**src/rtl/pwm_div_multi.sv**
```systemverilog
// pwm_div_multi: multi-channel clock divider / PWM generator on the 100 MHz system clock.
//
// Each channel runs its own up-counter with a runtime-programmable period (terminal count)
// and duty (number of high cycles per period). Configuration writes land in shadow
// registers and are copied to the active registers only at a period boundary, or right
// away while the channel is idle, so a running waveform is never cut short or glitched.
//
// Optional build macro: PWM_TICK_EN
//   Defined   -> adds output wrap_tick, a registered one-cycle pulse per channel in the
//                cnt==0 cycle that follows each wrap (never on the first enabled cycle).
//   Undefined -> the port and its logic are absent; everything else is identical.
//
// Ports:
//   clk_100m    in   system clock, all logic on the rising edge
//   rst         in   synchronous active-high reset
//   ch_en       in   [CH_NUM]  per-channel level-sensitive enable
//   cfg_we      in   one-cycle configuration write strobe
//   cfg_ch      in   [4]       target channel for cfg_we (indices >= CH_NUM are ignored)
//   cfg_period  in   [CNT_W]   new period (period length = value + 1 cycles)
//   cfg_duty    in   [CNT_W]   new duty (high cycles per period)
//   cfg_pending out  [CH_NUM]  shadow written but not yet applied
//   pwm_out     out  [CH_NUM]  registered PWM / divided-clock outputs
//   wrap_tick   out  [CH_NUM]  (PWM_TICK_EN only) registered wrap pulse

module pwm_div_multi #(
    parameter int CH_NUM     = 4,
    parameter int CNT_W      = 32,
    parameter int DEF_PERIOD = 99,
    parameter int DEF_DUTY   = 50
) (
    input  logic              clk_100m,
    input  logic              rst,
    input  logic [CH_NUM-1:0] ch_en,
    input  logic              cfg_we,
    input  logic [3:0]        cfg_ch,
    input  logic [CNT_W-1:0]  cfg_period,
    input  logic [CNT_W-1:0]  cfg_duty,
    output logic [CH_NUM-1:0] cfg_pending,
    output logic [CH_NUM-1:0] pwm_out
`ifdef PWM_TICK_EN
    ,
    output logic [CH_NUM-1:0] wrap_tick
`endif
);

    localparam logic [CNT_W-1:0] DEF_PERIOD_V = CNT_W'(DEF_PERIOD);
    localparam logic [CNT_W-1:0] DEF_DUTY_V   = CNT_W'(DEF_DUTY);

    genvar gi;
    generate
        for (gi = 0; gi < CH_NUM; gi = gi + 1) begin : g_ch
            logic [CNT_W-1:0] cnt_reg, cnt_next;
            logic [CNT_W-1:0] per_act_reg, per_act_next;
            logic [CNT_W-1:0] duty_act_reg, duty_act_next;
            logic [CNT_W-1:0] per_sh_reg, per_sh_next;
            logic [CNT_W-1:0] duty_sh_reg, duty_sh_next;
            logic             en_q_reg;
            logic             pend_reg, pend_next;
            logic             pwm_reg, pwm_next;
            logic             sel;
            logic             at_wrap;
            logic             apply;

            always_comb begin
                sel     = cfg_we && (cfg_ch == 4'(gi));
                at_wrap = ch_en[gi] && (cnt_reg == per_act_reg);
                // An idle channel has no waveform to protect, so it applies every cycle.
                apply   = at_wrap || !ch_en[gi];

                // A write in the apply cycle is taken straight through: the copy below
                // reads the *next* shadow values, so the new setting lands at this wrap
                // and pending never rises.
                per_sh_next  = sel ? cfg_period : per_sh_reg;
                duty_sh_next = sel ? cfg_duty   : duty_sh_reg;

                per_act_next  = per_act_reg;
                duty_act_next = duty_act_reg;
                pend_next     = pend_reg;
                if (apply) begin
                    per_act_next  = per_sh_next;
                    duty_act_next = duty_sh_next;
                    pend_next     = 1'b0;
                end else if (sel) begin
                    pend_next = 1'b1;
                end

                // en_q_reg gates the increment so the first enabled cycle shows cnt=0.
                if (ch_en[gi] && en_q_reg && !at_wrap) begin
                    cnt_next = cnt_reg + CNT_W'(1);
                end else begin
                    cnt_next = '0;
                end

                // Registered form of: pwm == en_q && (cnt < duty_act), using next values.
                pwm_next = ch_en[gi] && (cnt_next < duty_act_next);
            end

            always_ff @(posedge clk_100m) begin
                if (rst) begin
                    cnt_reg      <= '0;
                    per_act_reg  <= DEF_PERIOD_V;
                    duty_act_reg <= DEF_DUTY_V;
                    per_sh_reg   <= DEF_PERIOD_V;
                    duty_sh_reg  <= DEF_DUTY_V;
                    en_q_reg     <= 1'b0;
                    pend_reg     <= 1'b0;
                    pwm_reg      <= 1'b0;
                end else begin
                    cnt_reg      <= cnt_next;
                    per_act_reg  <= per_act_next;
                    duty_act_reg <= duty_act_next;
                    per_sh_reg   <= per_sh_next;
                    duty_sh_reg  <= duty_sh_next;
                    en_q_reg     <= ch_en[gi];
                    pend_reg     <= pend_next;
                    pwm_reg      <= pwm_next;
                end
            end

            assign pwm_out[gi]     = pwm_reg;
            assign cfg_pending[gi] = pend_reg;

`ifdef PWM_TICK_EN
            logic tick_reg;
            logic tick_next;

            // Only a wrap seen while already running counts; the enable transition
            // cycle (en_q low) never produces a tick.
            always_comb begin
                tick_next = ch_en[gi] && en_q_reg && at_wrap;
            end

            always_ff @(posedge clk_100m) begin
                if (rst) begin
                    tick_reg <= 1'b0;
                end else begin
                    tick_reg <= tick_next;
                end
            end

            assign wrap_tick[gi] = tick_reg;
`endif
        end
    endgenerate

endmodule

```
**config.mk**
```make
export PLATFORM = sky130hd
export DESIGN_NAME = pwm_div_multi
export DESIGN_NICKNAME = d
export VERILOG_FILES = /design/src/rtl/pwm_div_multi.sv
export SDC_FILE = /design/constraint.sdc
export NUM_CORES = 1
export LEC_CHECK = 0
export ABC_AREA = 1
export CAP_MARGIN = 20
export CORE_AREA = 2 2 316 318
export CTS_CLUSTER_SIZE = 28
export DETAILED_ROUTE_END_ITERATION = 7
export DIE_AREA = 0 0 318 320
export GPL_ROUTABILITY_DRIVEN = 0
export PLACE_DENSITY = 0.42
export SLEW_MARGIN = 5
export SYNTH_ARGS = -nofsm -noshare
export SYNTH_HDL_FRONTEND = slang
export SYNTH_SLANG_ARGS = --single-unit
```
**constraint.sdc**
```tcl
create_clock -name clk_100m -period 3 [get_ports clk_100m]
set_input_delay 0.75 -clock clk_100m [delete_from_list [all_inputs] [get_ports clk_100m]]
set_output_delay 0.75 -clock clk_100m [all_outputs]
set_load 0.01 [all_outputs]
```
==> metrics.txt <==
top_reg_cell synth dfxtp_1; Syn Area/Cell 8.26 um^2; most frequent cell after synthesis dfxtp_1; port bufs 82; Congestion Overflow GR 0; GRT Util Overall 0.199; Yosys cell types 56; Post-synth EDFFs 0; first-pass GRT wire length 153 mm; min-delay src g_ch[1].duty_sh_reg[4]; Place WS -0.972 ns; fin nets 4401; Critical Path RT 3.57 ns; leak pwr 0.0171 uW; RR Startpoint g_ch[2].cnt_reg[2]; failing checks negative setup slack; die area 0.102 mm^2; final setup fails 4; max_slew headroom 0.425; Post-Syn Nets 3760; drt first pass iters 5; synth warn 0; io pins 83; Final WS setup -0.389 ns; DP HPWL 72.9 mm; Worst Setup End Kind flop; via count 25300; clk_skew 0.0256 ns; Max VDD drop 354 uV; share of cells above drive strength 1 0.235; period utilization 1.13; status finished, violations left; Async SR Flop Fraction 0; via density per instance 4.56; #FFs+latches synth 652; root buffer cell clkbuf_16; # DRC 0; category of the worst setup path launch point flop; worst-margin pin slew 0.860 ns; CTS Hold Bufs 0; total CTS buffers 80; Cell Area, Synth 0.0294 mm^2; Reg2Reg Depth 19; Iteration-0 DRC Markers 1519; WL final 102 mm; Slew Limit Fails 0; worst-skew pair later-pin latency 0.65 ns; clock sink total 652; fin crit period 3.39 ns; register clock-pin slew on the reported worst setup and hold paths 0.06 ns; final cell count without fillers 5543; Yosys top cell by area dfxtp_1; CTS tree built; Initial Utilization 0.300; vias in the first global route 24600; initial antenna violation count 15; largest cells by area after synthesis dfxtp_1, nand2_1, mux2i_1; Final Hold Viols 0; Hold Crit Depth 2; DR WL/cell 18.3 um; synth cell count leaders dfxtp_1, nand2_1, nor2_1, o21ai_0, mux2i_1; placed insts 5390; Max Freq 0.295 GHz; die height 320 um; Crit path arrival time 3.96 ns; post-synthesis cell count 3557; Final ANT Viol Nets 0; core area 0.0980 mm^2; Power Dens Cells 513 mW/mm^2; CP max FO 4; row count 115; # H-tree levels 3; unrepaired setup endpoints after global routing yes; largest net degree at the start of global routing 99; CTS max path bufs 3; Synth top area share 0.445; max-cap violation count 0; Critical Path Source g_ch[2].cnt_reg[2]; die width 318 um; Crit Path Class flop to flop; Worst Hold Class flop to flop; synth-to-layout area growth 35.5%; sequential element share of the synthesized area 0.445
==> final cells by class <==
class	count	area, um^2
multi-input combinational	2487	15200
clock inverter	20	229
inverter	230	866
fill	9958	58200
timing repair buffer	747	6480
antenna	3	7.51
tap	1287	1610
sequential	652	13100
clock buffer	117	2320
==> logic make-up (layout without fill, tap and decap cells) <==
| family | count (synthesis) | in the layout | synth area share |
|---|---|---|---|
| XOR/XNOR | 181 | 181 | 0.0540 |
| multiplexers | 214 | 214 | 0.0730 |
| AO/OA/AOI/OAI | 492 | 492 | 0.0907 |
| adder cells (fa/ha/maj) | 128 | 128 | 0.0545 |
| AND/OR/NAND/NOR | 1472 | 1472 | 0.226 |
| flip-flops | 652 | 652 | 0.445 |
| buffers and inverters | 418 | 1114 | 0.0574 |
| other | 0 | 3 | 0 |
==> critical path, cell delays in order, from the launching register on <==
cell       delay, ns
dfxtp_4         0.37
nand3_4         0.09
nor2_4          0.12
nand2_2         0.06
nor2_2          0.12
inv_2           0.06
nor3_4          0.12
inv_2           0.08
buf_4           0.14
nor4_4          0.36
and3_4          0.28
xor2_4          0.18
nor2_2          0.07
ha_4            0.22
a21oi_2         0.13
o21a_1          0.19
o22ai_4         0.09
a2111oi_4       0.37
nand2_2         0.13
a21oi_2         0.13
==> per-stage QoR <==
step	power [uW]	setup TNS (ns)	utilization	area (um^2)	hold WS (ns)
global placement	11000	-18.52	0.373	36600	0.445
detailed placement	11000	-19.76	0.373	36600	0.448
finish	20400	-0.842	0.406	39800	0.458
CTS	20700	-0.920	0.401	39300	0.436
floorplan	9960	0	-	29400	0.430
global route	21200	-1.71	0.406	39800	0.459
==> routing by layer <==
| metal | share of wire | GRT usage | vias up |
|---|---|---|---|
| met5 | 0.00026 | 0 | - |
| met4 | 0.037 | 0.0725 | 4 |
| met3 | 0.039 | 0.0277 | 144 |
| met2 | 0.45 | 0.318 | 392 |
| met1 | 0.48 | 0.272 | 11700 |
| li1 | - | - | 13100 |
==> worst paths after layout <==
check | to | slack [ns]
worst max-delay path | g_ch[2].pwm_reg | -0.39
worst min-delay path | g_ch[1].duty_sh_reg[4] | 0.46
worst max register to register | g_ch[2].pwm_reg | -0.39
worst min register to register | g_ch[1].duty_sh_reg[4] | 0.46
==> what timing repair did <==
action	CTS	global route
setup endpoints to repair	4	4
setup buffers	3	10
cloned	0	1
gates resized for setup	44	78
pin swaps	13	33
==> report_power, final <==
group	switching [uW]	internal [uW]
Clock	3960	5620
Sequential	101	8880
Combinational	1090	762
==> cells in the final DEF (no fill, tap or decap), types with 42 or more instances in the layout <==
cell             Yosys  layout
nand2_1            600     582
mux2i_1            214     210
xor2_1              53      47
dfxtp_1            652     642
xnor2_1            128     126
inv_1              199     195
ha_1               128     122
nor3_1             136     132
buf_12               0      51
clkdlybuf4s50_1      0      81
a21oi_1            180     176
o21ai_0            224     220
nor2_1             514     498
nor4_1              44      42
buf_4                8     610
clkbuf_16            0      82
No activity file was read; power rests on OpenSTA's default activity.
